## config.mk

```make
export PLATFORM = sky130hd
export DESIGN_NAME = aukv_wb_stage_flat
export DESIGN_NICKNAME = d
export VERILOG_FILES = /design/src/rtl/aukv_pkg.sv /design/src/rtl/aukv_wb_stage_if.sv /design/src/rtl/aukv_load_align.sv /design/src/rtl/aukv_wb_stage.sv /design/src/flat_wrapper.sv
export SDC_FILE = /design/constraint.sdc
export NUM_CORES = 1
export LEC_CHECK = 0
export ABC_CLOCK_PERIOD_IN_PS = 5050
export BUFFER_PORTS_ARGS = -buffer_cell sky130_fd_sc_hd__buf_2
export CAP_MARGIN = 5
export CORE_MARGIN = 4
export CORE_UTILIZATION = 52
export CTS_CLUSTER_DIAMETER = 80
export DETAILED_ROUTE_END_ITERATION = 6
export PLACE_DENSITY = 0.85
export SLEW_MARGIN = 0
export SYNTH_ARGS = -nofsm -noshare
export SYNTH_HDL_FRONTEND = slang
export SYNTH_SLANG_ARGS = --single-unit
```

## constraint.sdc

```tcl
create_clock -name i_clk -period 5.05 [get_ports i_clk]
set_input_delay 1.01 -clock i_clk [delete_from_list [all_inputs] [get_ports i_clk]]
set_output_delay 1.01 -clock i_clk [all_outputs]
set_load 0.01 [all_outputs]
```

## src/rtl/aukv_pkg.sv

```systemverilog
// Purpose : shared Auk-V definitions for the writeback stage (load funct3 codes, FSM states, XLEN).
// Latency : n/a (package only).
// Backpr. : n/a (package only).
package aukv_pkg;

   localparam int XLEN_DEFAULT = 32;

   // RV32I load size/sign encodings carried in funct3
   localparam logic [2:0] F3_LB  = 3'b000;
   localparam logic [2:0] F3_LH  = 3'b001;
   localparam logic [2:0] F3_LW  = 3'b010;
   localparam logic [2:0] F3_LBU = 3'b100;
   localparam logic [2:0] F3_LHU = 3'b101;

   typedef enum logic {
      ST_IDLE      = 1'b0,
      ST_WAIT_LOAD = 1'b1
   } wb_state_e;

endpackage

```

## src/rtl/aukv_wb_stage_if.sv

```systemverilog
// Purpose : bundles the writeback stage's MEM-side handshake, dmem response, RF write and forwarding signals.
// Latency : n/a (wiring only).
// Backpr. : o_ready is driven by the stage; master = MEM/dmem/RF side, slave = writeback stage.
interface aukv_wb_stage_if
   import aukv_pkg::*;
#(
   parameter int XLEN = XLEN_DEFAULT
);
   logic            i_valid;
   logic            o_ready;
   logic [4:0]      i_rd_addr;
   logic            i_rd_we;
   logic            i_is_load;
   logic [2:0]      i_funct3;
   logic [1:0]      i_addr_lo;
   logic [XLEN-1:0] i_alu_result;
   logic            i_dmem_rvalid;
   logic [XLEN-1:0] i_dmem_rdata;
   logic            o_rf_we;
   logic [4:0]      o_rf_addr;
   logic [XLEN-1:0] o_rf_data;
   logic            o_fwd_valid;
   logic [4:0]      o_fwd_addr;
   logic            o_load_fault;

   modport master (
      output i_valid, i_rd_addr, i_rd_we, i_is_load, i_funct3, i_addr_lo, i_alu_result,
             i_dmem_rvalid, i_dmem_rdata,
      input  o_ready, o_rf_we, o_rf_addr, o_rf_data, o_fwd_valid, o_fwd_addr, o_load_fault
   );

   modport slave (
      input  i_valid, i_rd_addr, i_rd_we, i_is_load, i_funct3, i_addr_lo, i_alu_result,
             i_dmem_rvalid, i_dmem_rdata,
      output o_ready, o_rf_we, o_rf_addr, o_rf_data, o_fwd_valid, o_fwd_addr, o_load_fault
   );
endinterface

```

## src/rtl/aukv_load_align.sv

```systemverilog
// Purpose : selects the addressed byte/halfword of a word-aligned load and sign/zero-extends it.
// Latency : combinational.
// Backpr. : none.
// Ports   : rdata_i raw word, funct3_i load type, addr_lo_i byte offset, data_o extended result.
module aukv_load_align
   import aukv_pkg::*;
#(
   parameter int XLEN = XLEN_DEFAULT
) (
   input  logic [XLEN-1:0] rdata_i,
   input  logic [2:0]      funct3_i,
   input  logic [1:0]      addr_lo_i,
   output logic [XLEN-1:0] data_o
);

   logic [7:0]  byte_sel;
   logic [15:0] half_sel;

   always_comb begin
      byte_sel = rdata_i[{addr_lo_i, 3'b000} +: 8];
      // addr_lo[0] is ignored for halfwords; misaligned accesses trap upstream
      half_sel = addr_lo_i[1] ? rdata_i[31:16] : rdata_i[15:0];
      data_o   = rdata_i;
      case (funct3_i)
         F3_LB:   data_o = {{(XLEN-8){byte_sel[7]}}, byte_sel};
         F3_LBU:  data_o = {{(XLEN-8){1'b0}}, byte_sel};
         F3_LH:   data_o = {{(XLEN-16){half_sel[15]}}, half_sel};
         F3_LHU:  data_o = {{(XLEN-16){1'b0}}, half_sel};
         F3_LW:   data_o = rdata_i;
         default: data_o = rdata_i;  // undefined codes read the full word
      endcase
   end

endmodule

```

## src/rtl/aukv_wb_stage.sv

```systemverilog
// Purpose : Auk-V writeback stage, sole writer of the integer register file; aligns load data.
// Latency : non-load retires one cycle after handshake; load retires one cycle after i_dmem_rvalid.
// Backpr. : o_ready=1 in IDLE only; a load holds o_ready low until its response (or timeout).
// Ports   : i_clk/i_rst (sync, active-high), wb = slave side of aukv_wb_stage_if.
// Option  : AUKV_WB_LOAD_TIMEOUT_EN adds a LOAD_TIMEOUT-cycle watchdog driving o_load_fault.
module aukv_wb_stage
   import aukv_pkg::*;
#(
   parameter int XLEN = XLEN_DEFAULT
`ifdef AUKV_WB_LOAD_TIMEOUT_EN
   , parameter int LOAD_TIMEOUT = 16
`endif
) (
   input  logic               i_clk,
   input  logic               i_rst,
   aukv_wb_stage_if.slave     wb
);

   wb_state_e       state_q, state_d;
   logic [4:0]      rd_addr_q, rd_addr_d;
   logic            rd_we_q, rd_we_d;
   logic [2:0]      funct3_q, funct3_d;
   logic [1:0]      addr_lo_q, addr_lo_d;
   logic            rf_we_q, rf_we_d;
   logic [4:0]      rf_addr_q, rf_addr_d;
   logic [XLEN-1:0] rf_data_q, rf_data_d;
   logic [XLEN-1:0] load_data;
   logic            expire;

   aukv_load_align #(.XLEN(XLEN)) u_align (
      .rdata_i   (wb.i_dmem_rdata),
      .funct3_i  (funct3_q),
      .addr_lo_i (addr_lo_q),
      .data_o    (load_data)
   );

`ifdef AUKV_WB_LOAD_TIMEOUT_EN
   localparam int CW = $clog2(LOAD_TIMEOUT + 1);
   logic [CW-1:0] cnt_q, cnt_d;
   logic          fault_q;

   // cnt_q counts completed wait cycles; the final wait cycle is the one seeing LOAD_TIMEOUT-1.
   // A response in that same cycle still wins.
   assign expire = (state_q == ST_WAIT_LOAD) && !wb.i_dmem_rvalid &&
                   (cnt_q == CW'(LOAD_TIMEOUT - 1));

   always_comb begin
      cnt_d = cnt_q;
      if (state_q == ST_IDLE)
         cnt_d = '0;
      else
         cnt_d = cnt_q + 1'b1;
   end

   always_ff @(posedge i_clk) begin
      if (i_rst) begin
         cnt_q   <= '0;
         fault_q <= 1'b0;
      end else begin
         cnt_q   <= cnt_d;
         fault_q <= expire;
      end
   end

   assign wb.o_load_fault = fault_q;
`else
   assign expire          = 1'b0;
   assign wb.o_load_fault = 1'b0;
`endif

   always_comb begin
      state_d   = state_q;
      rd_addr_d = rd_addr_q;
      rd_we_d   = rd_we_q;
      funct3_d  = funct3_q;
      addr_lo_d = addr_lo_q;
      rf_we_d   = 1'b0;
      rf_addr_d = rf_addr_q;
      rf_data_d = rf_data_q;
      case (state_q)
         ST_IDLE: begin
            if (wb.i_valid) begin
               if (wb.i_is_load) begin
                  rd_addr_d = wb.i_rd_addr;
                  rd_we_d   = wb.i_rd_we;
                  funct3_d  = wb.i_funct3;
                  addr_lo_d = wb.i_addr_lo;
                  state_d   = ST_WAIT_LOAD;
               end else begin
                  // x0 is never written so it reads zero regardless of the RF
                  rf_we_d   = wb.i_rd_we && (wb.i_rd_addr != 5'd0);
                  rf_addr_d = wb.i_rd_addr;
                  rf_data_d = wb.i_alu_result;
               end
            end
         end
         ST_WAIT_LOAD: begin
            if (wb.i_dmem_rvalid) begin
               rf_we_d   = rd_we_q && (rd_addr_q != 5'd0);
               rf_addr_d = rd_addr_q;
               rf_data_d = load_data;
               state_d   = ST_IDLE;
            end else if (expire) begin
               state_d   = ST_IDLE;
            end
         end
         default: state_d = ST_IDLE;
      endcase
   end

   always_ff @(posedge i_clk) begin
      if (i_rst) begin
         state_q   <= ST_IDLE;
         rd_addr_q <= 5'd0;
         rd_we_q   <= 1'b0;
         funct3_q  <= 3'd0;
         addr_lo_q <= 2'd0;
         rf_we_q   <= 1'b0;
         rf_addr_q <= 5'd0;
         rf_data_q <= '0;
      end else begin
         state_q   <= state_d;
         rd_addr_q <= rd_addr_d;
         rd_we_q   <= rd_we_d;
         funct3_q  <= funct3_d;
         addr_lo_q <= addr_lo_d;
         rf_we_q   <= rf_we_d;
         rf_addr_q <= rf_addr_d;
         rf_data_q <= rf_data_d;
      end
   end

   // o_ready depends on state only, so there is no combinational path from i_valid
   assign wb.o_ready     = (state_q == ST_IDLE);
   assign wb.o_fwd_valid = (state_q == ST_WAIT_LOAD) && rd_we_q && (rd_addr_q != 5'd0);
   assign wb.o_fwd_addr  = (state_q == ST_WAIT_LOAD) ? rd_addr_q : 5'd0;
   assign wb.o_rf_we     = rf_we_q;
   assign wb.o_rf_addr   = rf_addr_q;
   assign wb.o_rf_data   = rf_data_q;

endmodule
```

## src/flat_wrapper.sv

```systemverilog
// flat-port wrapper written by rule: the top's interface ports become plain ports
module aukv_wb_stage_flat import aukv_pkg::*;
#(
   parameter int XLEN = XLEN_DEFAULT

)
  (i_clk, i_rst, wb_i_valid, wb_i_rd_addr, wb_i_rd_we, wb_i_is_load, wb_i_funct3, wb_i_addr_lo, wb_i_alu_result, wb_i_dmem_rvalid, wb_i_dmem_rdata, wb_o_ready, wb_o_rf_we, wb_o_rf_addr, wb_o_rf_data, wb_o_fwd_valid, wb_o_fwd_addr, wb_o_load_fault);
  aukv_wb_stage_if #(.XLEN(XLEN)) wb_i ();
  input  logic i_clk;
  input  logic i_rst;
  input wire logic [$bits(wb_i.i_valid)-1:0] wb_i_valid;
  input wire logic [$bits(wb_i.i_rd_addr)-1:0] wb_i_rd_addr;
  input wire logic [$bits(wb_i.i_rd_we)-1:0] wb_i_rd_we;
  input wire logic [$bits(wb_i.i_is_load)-1:0] wb_i_is_load;
  input wire logic [$bits(wb_i.i_funct3)-1:0] wb_i_funct3;
  input wire logic [$bits(wb_i.i_addr_lo)-1:0] wb_i_addr_lo;
  input wire logic [$bits(wb_i.i_alu_result)-1:0] wb_i_alu_result;
  input wire logic [$bits(wb_i.i_dmem_rvalid)-1:0] wb_i_dmem_rvalid;
  input wire logic [$bits(wb_i.i_dmem_rdata)-1:0] wb_i_dmem_rdata;
  output wire logic [$bits(wb_i.o_ready)-1:0] wb_o_ready;
  output wire logic [$bits(wb_i.o_rf_we)-1:0] wb_o_rf_we;
  output wire logic [$bits(wb_i.o_rf_addr)-1:0] wb_o_rf_addr;
  output wire logic [$bits(wb_i.o_rf_data)-1:0] wb_o_rf_data;
  output wire logic [$bits(wb_i.o_fwd_valid)-1:0] wb_o_fwd_valid;
  output wire logic [$bits(wb_i.o_fwd_addr)-1:0] wb_o_fwd_addr;
  output wire logic [$bits(wb_i.o_load_fault)-1:0] wb_o_load_fault;
  assign wb_i.i_valid = wb_i_valid;
  assign wb_i.i_rd_addr = wb_i_rd_addr;
  assign wb_i.i_rd_we = wb_i_rd_we;
  assign wb_i.i_is_load = wb_i_is_load;
  assign wb_i.i_funct3 = wb_i_funct3;
  assign wb_i.i_addr_lo = wb_i_addr_lo;
  assign wb_i.i_alu_result = wb_i_alu_result;
  assign wb_i.i_dmem_rvalid = wb_i_dmem_rvalid;
  assign wb_i.i_dmem_rdata = wb_i_dmem_rdata;
  assign wb_o_ready = wb_i.o_ready;
  assign wb_o_rf_we = wb_i.o_rf_we;
  assign wb_o_rf_addr = wb_i.o_rf_addr;
  assign wb_o_rf_data = wb_i.o_rf_data;
  assign wb_o_fwd_valid = wb_i.o_fwd_valid;
  assign wb_o_fwd_addr = wb_i.o_fwd_addr;
  assign wb_o_load_fault = wb_i.o_load_fault;
  aukv_wb_stage #(.XLEN(XLEN)) u_core (.i_clk(i_clk), .i_rst(i_rst), .wb(wb_i));
endmodule
```

# Word-level counts from Yosys, hierarchy flattened
# Cells that the tools add are included.
# op_classes
mux	19
reduce_logical	9
bitwise	1
n_shift	1
eq_ne	6
# ops
cell	n
$pmux 32 s4	1
$mux 32	3
$pmux 32 s2	1
$shiftx 32x6->8	1
$mux 5	4
$mux 16	1
$pmux 5 s2	1
$reduce_bool 5->1	2
$eq 3x3->1 const B	2
$mux 1	6
$ne 2x2->1 const B	3
$reduce_and 3->1	2
$logic_and 1x1->1	4
$pmux 1 s2	2
$eq 3x1->1 const B	1
$logic_not 3->1	1
$not 1->1	1
# word_totals
regBits	50
input_bits	80
elab_cells	44
out_inout_bits	46

# Longest topological paths before layout
# Gate-level depths: netlist of the first run.
# depth
word_depth	5
ltp_mapped	6

# Modules after synthesis
# A second synthesis of the first run with hierarchy kept.
# unflattened
hier_cells	323
area_unflattened_um2	3039.2
# modules_own_cells
mod	n_inst	area_each_um2	cells_per_inst
aukv_wb_stage	1	2193.4	227
aukv_load_align	1	845.8	96

# Worst setup path before layout of the first run
# OpenSTA, ideal clock, no wires.
# synth_timing
path_type	in2reg
from	in wb_i_dmem_rdata[31]
to	reg u_core.rf_data_q[10] (netlist: u_core.wb.o_rf_data[10])
setup_slack_ns	2.816
setup_time_ns	0.132
path_buffers	0
cell_stages	4
t_arrival_ns	2.101
t_required_ns	4.918
cell_sequence	mux4_2 > a2111o_1 > nand3_1 > a21oi_1
# synth_via
elab_chain_cells	4
# synth_lines
element	line_no	source
start: declaration	flat_wrapper.sv:19	input wire logic [$bits(wb_i.i_dmem_rdata)-1:0] wb_i_dmem_rdata;
$shiftx 32x6->8	aukv_load_align.sv:20	byte_sel = rdata_i[{addr_lo_i, 3'b000} +: 8];
$pmux 32 s4	aukv_load_align.sv:24	case (funct3_i)
$mux 32	aukv_wb_stage.sv:98	if (wb.i_dmem_rvalid) begin
$pmux 32 s2	aukv_wb_stage.sv:80	case (state_q)
end signal: assignment	aukv_wb_stage.sv:129	rf_data_q <= rf_data_d;
end: declaration	aukv_wb_stage.sv:26	logic [XLEN-1:0] rf_data_q, rf_data_d;
# Every way passes these cells. The select of a mux whose other input is x is not followed.
# A chain may end at the register's enable or synchronous reset.

# Worst setup path after layout of the first run
# layout_timing
from	reg u_core.state_q
to	out wb_o_ready
# layout_via
elab_chain_cells	1
# layout_lines
element	line_no	source
start: declaration	aukv_wb_stage.sv:19	wb_state_e state_q, state_d;
start signal: assignment	aukv_wb_stage.sv:122	state_q <= state_d;
$not 1->1	aukv_wb_stage.sv:134	assign wb.o_ready = (state_q == ST_IDLE);
end: declaration	flat_wrapper.sv:20	output wire logic [$bits(wb_i.o_ready)-1:0] wb_o_ready;
# Every way passes these cells.

==> results of run 1 <==
-- power groups by stage --
stage / registers, mW / logic [mW] / clock network [mW]
after floorplan: 0.455 / 0.134 / 0
after global placement: 0.459 / 0.207 / 0
after detailed placement: 0.460 / 0.214 / 0
after CTS: 0.451 / 0.215 / 0.236
after global routing: 0.457 / 0.237 / 0.254
final: 0.452 / 0.216 / 0.234
-- worst max-delay path, delay by kind of cell (launching register included) --
kind                   cells  cell delay [ps]
buffers and inverters      2              700
DFF                        1             1020
-- how the worst max path moves through the flow --
stage                             start                      end  slack [ps]  cells after the start
floorplan           wb_i_dmem_rdata[31]  u_core.wb.o_rf_data[10]        2820                      4
global placement             wb_i_valid  u_core.wb.o_rf_data[20]        2370                      5
detailed placement           wb_i_valid  u_core.wb.o_rf_data[26]        2230                      5
CTS                      u_core.state_q               wb_o_ready        2050                      2
global route             u_core.state_q               wb_o_ready        1880                      2
finish                   u_core.state_q               wb_o_ready        2000                      2
-- through the flow --
| stage | instances | hold slack (ps) |
|---|---|---|
| CTS | 548 | 460.5 |
| floorplan | 382 | 463.7 |
| global placement | 540 | 451.8 |
| finish | 548 | 463.4 |
| global route | 548 | 482.9 |
| detailed placement | 540 | 445.9 |
-- layout make-up --
type                            instances  area (µm²)
Fill cell                             501        1886
Multi-Input combinational cell        279        1863
Sequential cell                        50        1002
Timing Repair Buffer                  125       628.1
Tap cell                               72       90.09
Clock buffer                            6       72.57
Inverter                               14       52.55
Clock inverter                          2       13.76
-- placed cells by master, fill, tap and decap left out, types with 8 or more instances in the layout --
master,n
mux2i_1,20
buf_2,124
nand3_1,8
nor3b_1,8
a221oi_2,11
a211oi_1,13
nor2_1,50
nor2b_1,8
inv_1,13
a21oi_1,21
dfxtp_1,49
a311o_1,17
a221oi_1,8
nand2_1,48
-- cell usage after synthesis, types with 3 or more instances --
library cell	n	area [µm²]
dfxtp_1	50	1001
nor2_1	50	187.7
nand2_1	48	180.2
a21oi_1	22	110.1
clkbuf_1	20	75.07
mux2i_1	20	200.2
a311o_1	17	170.2
buf_2	15	75.07
a211oi_1	13	97.59
inv_1	13	48.80
a221oi_2	11	165.2
a221oi_1	8	70.07
nand3_1	8	40.04
nor2b_1	8	50.05
nor3b_1	8	60.06
nand2b_1	7	43.79
o2111ai_1	6	52.55
o211ai_1	6	45.04
and2_1	5	31.28
nor4bb_1	5	50.05
o21ai_0	5	25.02
o41ai_1	5	43.79
nand3b_1	4	30.03
o221ai_1	3	26.28
-- logic make-up after synthesis --
family	share of synthesized area
buf+inv	0.07317
compound gates	0.2988
other cells	0.001218
simple gates	0.2293
flops	0.3252
mux	0.07236
-- state kept, by name, indices dropped and copies added (netlist names) --
name and flops:
u_core.wb.o_rf_we 1, u_core.rd_we_q 1, u_core.rd_addr_q 5, u_core.state_q 1, u_core.funct3_q 3, u_core.addr_lo_q 2, u_core.wb.o_rf_addr 5, u_core.wb.o_rf_data 32
-- routing by layer --
| metal | vias up | global-route usage |
|---|---|---|
| met5 | - | 0 |
| met4 | 0 | 0.1295 |
| met3 | 31 | 0.05243 |
| met2 | 162 | 0.4477 |
| met1 | 1568 | 0.3110 |
| li1 | 1589 | - |
==> run summary, run 1 <==
Highest Signal Layer = met4
Global-route usage over all layers = 0.2615
Setup WS pre-CTS = 2226 ps
Hold-fix buffers, CTS = 0
M1 WL = 3791 µm
Psw = 286.2 µW
DRC violations left = 0
Clk pwr share = 0.259
Pre-antenna DRT Iters = 4
Switching share of power = 0.3174
Peak VDD IR = 0.1657 mV
Mapped Cells = 382
CTS Buf Count = 5
DRT iter0 DRCs = 335
Final setup viols = 0
Final nets = 555
Final Util = 0.6638
Final Cell Area = 3722 µm²
Die height = 84.94 µm
TritonCTS Sinks = 50
Max Freq = 0.3281 GHz
Fin. Hold Viols = 0
CP max stage cell = dfxtp_2
Post-CTS Setup Inserts = 0
Die width = 84.94 µm
Layout cells sized above 1 = 0.3109
Final Max Tran Viols = 0
Number of global-route vias before repair = 3257
Placed instance area = 3636 µm²
WHS Endpoint = u_core.wb.o_rf_data[13]
Hold Crit Start = u_core.wb.o_rf_data[13]
Design Power = 901.8 µW
First-pass GRT wire length = 15460 µm
Final clock skew = 8.167 ps
WL met2 = 4741 µm
Tmin final = 3048 ps
Cell Rows = 27
Reg2reg end = u_core.wb.o_rf_data[26]
Routed met3 length = 720 µm
Slew @ Worst Pin = 1178 ps
Number of H-tree levels = 2
Status = finished, final reports clean
Hold Crit Class = reg -> reg
Count of unique library cells instantiated by Yosys = 43
#FFs+latches synth = 50
Worst Hold Depth = 2
ANT cells = 0
RSZ-0062 raised after global routing = no
Core footprint = 5608 µm²
CTS tree = built
WP data required = 4040 ps
Clock Path Buffers = 2
Endpoint class of the critical path = primary output
Logic pwr share = 0.240
Syn_nets = 462
Final ANT Viol Nets = 0
Worst-path fanout max = 59
Seq pwr share = 0.501
Synthesis-to-layout area growth = 20.93%
Static leakage = 1.595 nW
Initial antenna violation count = 0
Sum Neg Setup Slack = 0 ps
CTS root buf = clkbuf_8
DP Wirelength = 6862 µm
CP max stage delay = 1020 ps
IO Pins = 126
R2R depth = 4
Total Wirelength = 9598 µm
WL per Instance = 17.51 µm
Port Buffers = 124
GRT overflow = 0
Worst Slack Setup Final = 2002 ps
P_int = 615.6 µW
Via density = 6.113
Worst reg-to-reg setup slack = 2260 ps
Final period util = 0.6035
Later-pin clock latency in the skew report = 310 ps
Max-cap violation count = 0
Post-CTS resize count = 0
Synth warn = 0
Post-Syn Area per Cell = 8.057 µm²
CP cell instances = inv_2 > buf_2
Die ar. = 7214 µm²
Pwr/cell area = 242.3 nW/µm²
CP Class = reg -> out
EDFF count, synth = 0
Netlist Area Pre-Place = 3078 µm²
Post-synthesis sequential area ratio = 0.3252
Fraction of registers with async set/reset = 0
Initial Util = 0.5489
Ys flop type = dfxtp_1
Arr. time, crit path = 2040 ps
Crit start category = flop
R2r startpoint = u_core.state_q
GPL Wtd Cong = 0.9329
Slew headroom = 0.2126
Reg clk slew, reported paths = 90 ps
Pin count of the biggest net entering global routing = 60
DR vias = 3350
Note: power is estimated with default switching activity, not from simulation.
==> run 2: changes to the inputs <==
- ABC_CLOCK_PERIOD_IN_PS: 5050 -> 2600
- CORE_UTILIZATION: 52 -> 44
- PLACE_DENSITY: 0.85 -> 0.77
- clock period: 5.05 -> 2.6 ns (I/O delays scaled with it)
==> run 2 against run 1 <==
  * Critical path depth rose by 2
  * Hold slack worse by 25 ps
  * Flip-flop and latch count unchanged
  * Sequential share of layout area decreased by 0.84 points
  * Die area up 16%
  * Global-route usage shrank 3.0 points
==> run summary, run 2 (synthesis results as in run 1) <==
Core footprint = 6794 µm² (+21%)
Fin. Hold Viols = 0 (unchanged)
Tmin final = 2255 ps
CP max stage delay = 860 ps (-160 ps)
Max Freq = 0.4434 GHz
Slew @ Worst Pin = 1098 ps (-80.77 ps)
Crit start category = flop
GR Util met3 = 0.03527 (-0.01715)
Max-cap violation count = 0 (unchanged)
Hold Crit Start = wb_i_funct3[2]
P_int = 1.210 mW (+97%)
Final nets = 566 (+2.0%)
DR vias = 3372 (+0.66%)
Design Power = 1.795 mW (+99%)
Pwr/cell area = 467.0 nW/µm² (+93%)
Slew headroom = 0.2682 (+0.05560)
Clock Path Buffers = 2 (unchanged)
Cell family with most CP delay = compound AO/OA/AOI/OAI gates
Commonest non-fill, non-tap cell in the layout = buf_2
Static leakage = 1.652 nW (+3.6%)
Logic pwr share = 0.253 (+0.013)
Worst reg-to-reg setup slack = 340 ps (-1920 ps)
TritonCTS Sinks = 50 (unchanged)
Initial Util = 0.4530 (-0.09582)
Die width = 91.64 µm (+7.9%)
Status = finished, final reports clean
Reg2reg end = u_core.wb.o_rf_data[17]
Global Route met1 Usage = 0.2946 (-0.01641)
Post-CTS resize count = 0 (unchanged)
Bufs and invs on worst path = 0 (-2)
Worst-path fanout max = 16 (-73%)
WHS Endpoint = u_core.funct3_q[2]
Cell Rows = 30 (+11%)
Port Buffers = 124 (unchanged)
Final ANT Viol Nets = 0 (unchanged)
Final setup viols = 0 (unchanged)
Met2 usage = 0.3749 (-0.07276)
Number of global-route vias before repair = 3377 (+3.7%)
Psw = 584.4 µW (+100%)
Die height = 91.64 µm (+7.9%)
Pin count of the biggest net entering global routing = 39 (-35%)
Final clock skew = 10.32 ps (+2.148 ps)
First-pass GRT wire length = 15970 µm (+3.3%)
Hold-fix buffers, CTS = 0 (unchanged)
Worst Setup SP = u_core.addr_lo_q[0]
Finished Layout Cells = 583 (+6.4%)
Peak VDD IR = 0.2152 mV (+30%)
Max reg flops = 32 (unchanged)
Clk pwr share = 0.270 (+0.011)
Final Util = 0.5656 (-0.09820)
Endpoint class of the critical path = flop
CTS root buf = clkbuf_8
Via density = 5.784 (-5.4%)
WP data required = 2740 ps (-1300 ps)
Initial antenna violation count = 0 (unchanged)
Arr. time, crit path = 2390 ps (+350 ps)
Global route hottest layer = met2
IO Pins = 126 (unchanged)
WL per Instance = 16.69 µm (-4.7%)
Reg clk slew, reported paths = 100 ps (about the same)
Seq pwr share = 0.477 (-0.024)
Post-CTS Setup Inserts = 0 (unchanged)
R2R depth = 4 (unchanged)
Worst Hold Depth = 3 (+1)
CP Class = reg -> reg
Worst Slack Setup Final = 344.5 ps (-1658 ps)
GPL Wtd Cong = 0.8506 (-8.8%)
ANT cells = 0 (unchanged)
Final period util = 0.8675
Commonest non-fill, non-tap cells in the layout = buf_2 (124), nor2_1 (50), dfxtp_1 (49), nand2_1 (48), a21oi_1 (21)
CTS tree = built
GRT overflow = 0 (unchanged)
Pre-antenna DRT Iters = 5 (+1)
Sum Neg Setup Slack = 0 ps (unchanged)
Final Max Tran Viols = 0 (unchanged)
CTS Buf Count = 5 (unchanged)
Die ar. = 8398 µm² (+16%)
R2r startpoint = u_core.addr_lo_q[0]
Total Wirelength = 9731 µm (+1.4%)
CP cell instances = mux2i_1 > a221oi_2 > a21oi_2 > a221oi_1
Hold Crit Class = in -> reg
Global-route usage over all layers = 0.2311 (-0.03035)
DP Wirelength = 7122 µm (+3.8%)
Synthesis-to-layout area growth = 24.84%
DRT iter0 DRCs = 275 (-18%)
RSZ-0062 raised after global routing = no
Placed cell count = 575 (+6.5%)
Number of H-tree levels = 2 (unchanged)
Later-pin clock latency in the skew report = 320 ps (about the same)
Switching share of power = 0.3257 (+0.008309)
CP max stage cell = a21oi_2
DRC violations left = 0 (unchanged)
Layout cells sized above 1 = 0.3285 (+0.01762)
Setup WS pre-CTS = 336.5 ps (-1890 ps)
## run 2: cell count changes in the layout (fill, tap and decap cells not counted)
cell,change
clkinvlp_4,+1
buf_4,+11
inv_6,+1
clkbuf_1,-1
clkinv_2,-1
## run 2: worst max-delay path by stage
stage          slack, ps  depth (start not counted)                      end
3_5_place_dp         340                          6   u_core.wb.o_rf_data[5]
3_3_place_gp         380                          6   u_core.wb.o_rf_data[4]
6_report             340                          4  u_core.wb.o_rf_data[17]
2_1_floorplan        860                          4  u_core.wb.o_rf_data[10]
4_1_cts              390                          4  u_core.wb.o_rf_data[17]
5_1_grt              150                          4  u_core.wb.o_rf_data[16]
## run 2: metal layers
| layer | up-vias | wire (µm) |
|---|---|---|
| li1 | 1615 | - |
| met1 | 1580 | 4103 |
| met2 | 138 | 4619 |
| met3 | 39 | 573 |
| met4 | 0 | 434 |
| met5 | - | 0 |
## run 2: through the flow
step                      hold WS, ps  cell area (µm²)
final                           438.4             3842
after CTS                       439.4             3842
after detailed placement        447.8             3749
after global routing            462.0             3842
after global placement          451.5             3749
after floorplan                 463.7             3078
## run 2: power groups by stage
stage | Combinational (mW) | Clock [mW] | Sequential [mW]
finish | 0.454 | 0.484 | 0.856
global route | 0.501 | 0.521 | 0.863
CTS | 0.452 | 0.492 | 0.856
detailed placement | 0.450 | 0 | 0.873
global placement | 0.440 | 0 | 0.873
floorplan | 0.259 | 0 | 0.883
## run 2: final cells by class
type                       count  area, µm²
clock buffer                   5      68.82
clock inverter                 3      25.02
fill                         647       2952
inverter                      14      52.55
multi-input combinational    279       1863
sequential                    50       1002
tap                           96      120.1
timing repair buffer         136      710.7
## run 2: worst reg2reg max path: stages (launching register included)
cell      delay (ps)
dfxtp_1          600
mux2i_1          290
a221oi_2          90
a21oi_2          860
a221oi_1         250
==> run 3: changes to the inputs <==
- ABC_CLOCK_PERIOD_IN_PS: 2600 -> 2200
- CORE_UTILIZATION: 44 -> 49
- PLACE_DENSITY: 0.77 -> 0.81
- clock period: 2.6 -> 2.2 ns (I/O delays scaled with it)
==> run 3 against run 2 <==
  * Non-clock buffer count increased by 6
  * Power increased by 19%
  * Count of clock-buffer cells in the layout did not move
  * Register-to-register slack lost 30 ps
  * Sequential share of layout area shrank 0.27 points
  * Design area grew 1.0%
  * Clock skew is 6.2 ps lower
  * Die area is 9.3% lower
  * Hold slack worse by 81 ps
  * First-iteration DRC count shrank 31%
  * Critical path type is now reg -> out
  * Critical endpoint is now wb_o_fwd_valid
  * Highest routed layer unchanged
==> run summary, run 3 (synthesis results as in run 1) <==
First-pass GRT wire length = 15360 µm (-3.8%)
Hold Crit Start = wb_i_funct3[1]
WL per Instance = 17.02 µm (+2.0%)
Tmin final = 1932 ps
DR vias = 3378 (+0.18%)
Placed cell count = 560 (-2.6%)
Filler cells = 537 (-17%)
Max-cap violation count = 0 (unchanged)
Worst Hold Depth = 3 (unchanged)
CTS root buf = clkbuf_8
CP max stage delay = 370 ps (-490 ps)
GPL Wtd Cong = 0.9444 (+11%)
Pwr/cell area = 550.8 nW/µm² (+18%)
Final Max Tran Viols = 0 (unchanged)
Total Wirelength = 9669 µm (-0.64%)
Sequential cell area = 1002 µm² (unchanged)
Die ar. = 7613 µm² (-9.3%)
Multi-input gate area = 1871 µm² (+0.40%)
Cell Rows = 28 (-6.7%)
GRT overflow = 0 (unchanged)
Peak VDD IR = 0.3576 mV (+66%)
Later-pin clock latency in the skew report = 310 ps (about the same)
Layout cells sized above 1 = 0.3367 (+0.008172)
Final setup viols = 0 (unchanged)
Slew headroom = 0.5532 (+0.2850)
WL met2 = 4804 µm (+4.0%)
ANT cells = 0 (unchanged)
Commonest non-fill, non-tap cells in the layout = buf_2 (124), nor2_1 (50), dfxtp_1 (49), nand2_1 (48), a21oi_1 (21)
Worst Slack Setup Final = 268.2 ps (-76.36 ps)
Max reg flops = 32 (unchanged)
Crit start category = flop
TritonCTS Sinks = 50 (unchanged)
DP Wirelength = 7295 µm (+2.4%)
Initial Util = 0.5138 (+0.06075)
CTS tree = built
WHS Endpoint = u_core.funct3_q[1]
CP Class = reg -> out
Static leakage = 1.692 nW (+2.4%)
Die width = 87.26 µm (-4.8%)
Fin Hold WS = 357.6 ps (-80.80 ps)
RSZ-0062 raised after global routing = no
R2R depth = 5 (+1)
Final nets = 572 (+1.1%)
Commonest non-fill, non-tap cell in the layout = buf_2
Worst reg-to-reg setup slack = 310 ps (-30 ps)
Arr. time, crit path = 1490 ps (-900 ps)
Sum Neg Setup Slack = 0 ps (unchanged)
Number of global-route vias before repair = 3268 (-3.2%)
CP max stage cell = or3_1
DRC violations left = 0 (unchanged)
WP data required = 1760 ps (-980 ps)
IO Pins = 126 (unchanged)
DRT iter0 DRCs = 191 (-31%)
Hold Crit Class = in -> reg
Pin count of the biggest net entering global routing = 38 (-2.6%)
Synthesis-to-layout area growth = 26.14%
Max Freq = 0.5176 GHz
CP cell instances = or3_1 > o311a_1 > buf_2
Fin. Hold Viols = 0 (unchanged)
Via density = 5.947 (+2.8%)
Core footprint = 5991 µm² (-12%)
Initial antenna violation count = 0 (unchanged)
Routed met3 length = 564 µm (-1.6%)
CTS Buf Count = 5 (unchanged)
Status = finished, final reports clean
M1 WL = 4149 µm (+1.1%)
Number of H-tree levels = 2 (unchanged)
Worst-path fanout max = 3 (-13)
Pre-antenna DRT Iters = 4 (-1)
Reg2reg end = u_core.wb.o_rf_data[5]
Final ANT Viol Nets = 0 (unchanged)
R2r startpoint = u_core.addr_lo_q[1]
Global-route usage over all layers = 0.2505 (+0.01936)
Endpoint class of the critical path = primary output
Reg clk slew, reported paths = 100 ps (about the same)
Final period util = 0.8781
Highest Signal Layer = met4
Port Buffers = 124 (unchanged)
Final Util = 0.6481 (+0.08252)
Slew @ Worst Pin = 668.7 ps (-429.0 ps)
Finished Layout Cells = 568 (-2.6%)
Die height = 87.26 µm (-4.8%)
Final clock skew = 4.068 ps (-6.247 ps)
Setup WS pre-CTS = 39.05 ps (-297.5 ps)
Clock Path Buffers = 2 (unchanged)
==> run 3: cell count changes in the layout (fill, tap and decap cells not counted), sizes merged <==
| cell | change |
|---|---|
| buf | +6 |
| clkinvlp | -1 |
| inv | +1 |
==> run 3: how the worst max path moves through the flow <==
| stage | end | startpoint | slack, ps | cells past startpoint |
|---|---|---|---|---|
| floorplan | u_core.wb.o_rf_data[10] | wb_i_dmem_rdata[31] | 540 | 4 |
| finish | wb_o_fwd_valid | u_core.rd_addr_q[4] | 270 | 3 |
| global route | wb_o_fwd_valid | u_core.state_q | 180 | 3 |
| detailed placement | u_core.wb.o_rf_data[17] | wb_i_dmem_rdata[31] | 40 | 5 |
| global placement | u_core.wb.o_rf_data[17] | wb_i_dmem_rdata[31] | 140 | 5 |
| CTS | u_core.wb.o_rf_data[17] | u_core.addr_lo_q[1] | 70 | 5 |
==> run 3: per-layer routing <==
layer  vias up  track usage
li1       1623            -
met1      1610       0.3215
met2       131       0.4301
met3        14      0.03406
met4         0      0.08368
met5         -            0
==> run 3: area by class of cell <==
type,instances,share of cell area
clock buffers,5,0.01772
inverters,14,0.01354
multi-input cells,279,0.4818
clock inverters,3,0.006768
repair buffers,142,0.1979
flip-flops and latches,50,0.2581
well taps,75,0.02417
==> run 3: timing repair <==
| item | 4_1_cts | 5_1_grt |
|---|---|---|
| hold buffers | 0 | 0 |
| gates resized for setup | 0 | 1 |
| endpoints found under the setup margin | 0 | 6 |
| setup buffers | 0 | 0 |
==> run 3: where the power goes <==
part / leakage, nW / total, mW / internal (mW) / switching [mW]
Clock: 0.0491 / 0.578 / 0.235 / 0.343
Sequential: 0.411 / 1.01 / 0.968 / 0.0417
Combinational: 1.23 / 0.551 / 0.241 / 0.310
Total: 1.69 / 2.14 / 1.44 / 0.695
==> run 3: per-stage QoR <==
stage / instance area (µm²) / total power [mW]
6_report: 3882 / 2.139
5_1_grt: 3882 / 2.248
4_1_cts: 3875 / 2.151
3_5_place_dp: 3780 / 1.575
3_3_place_gp: 3780 / 1.562
2_1_floorplan: 3078 / 1.351
==> run 3: worst max-delay path, delay by kind of cell, from the launching register on <==
family | cells | cell delay (ps)
compound gates | 1 | 330
simple gates | 1 | 370
flops | 1 | 330
buf+inv | 1 | 160
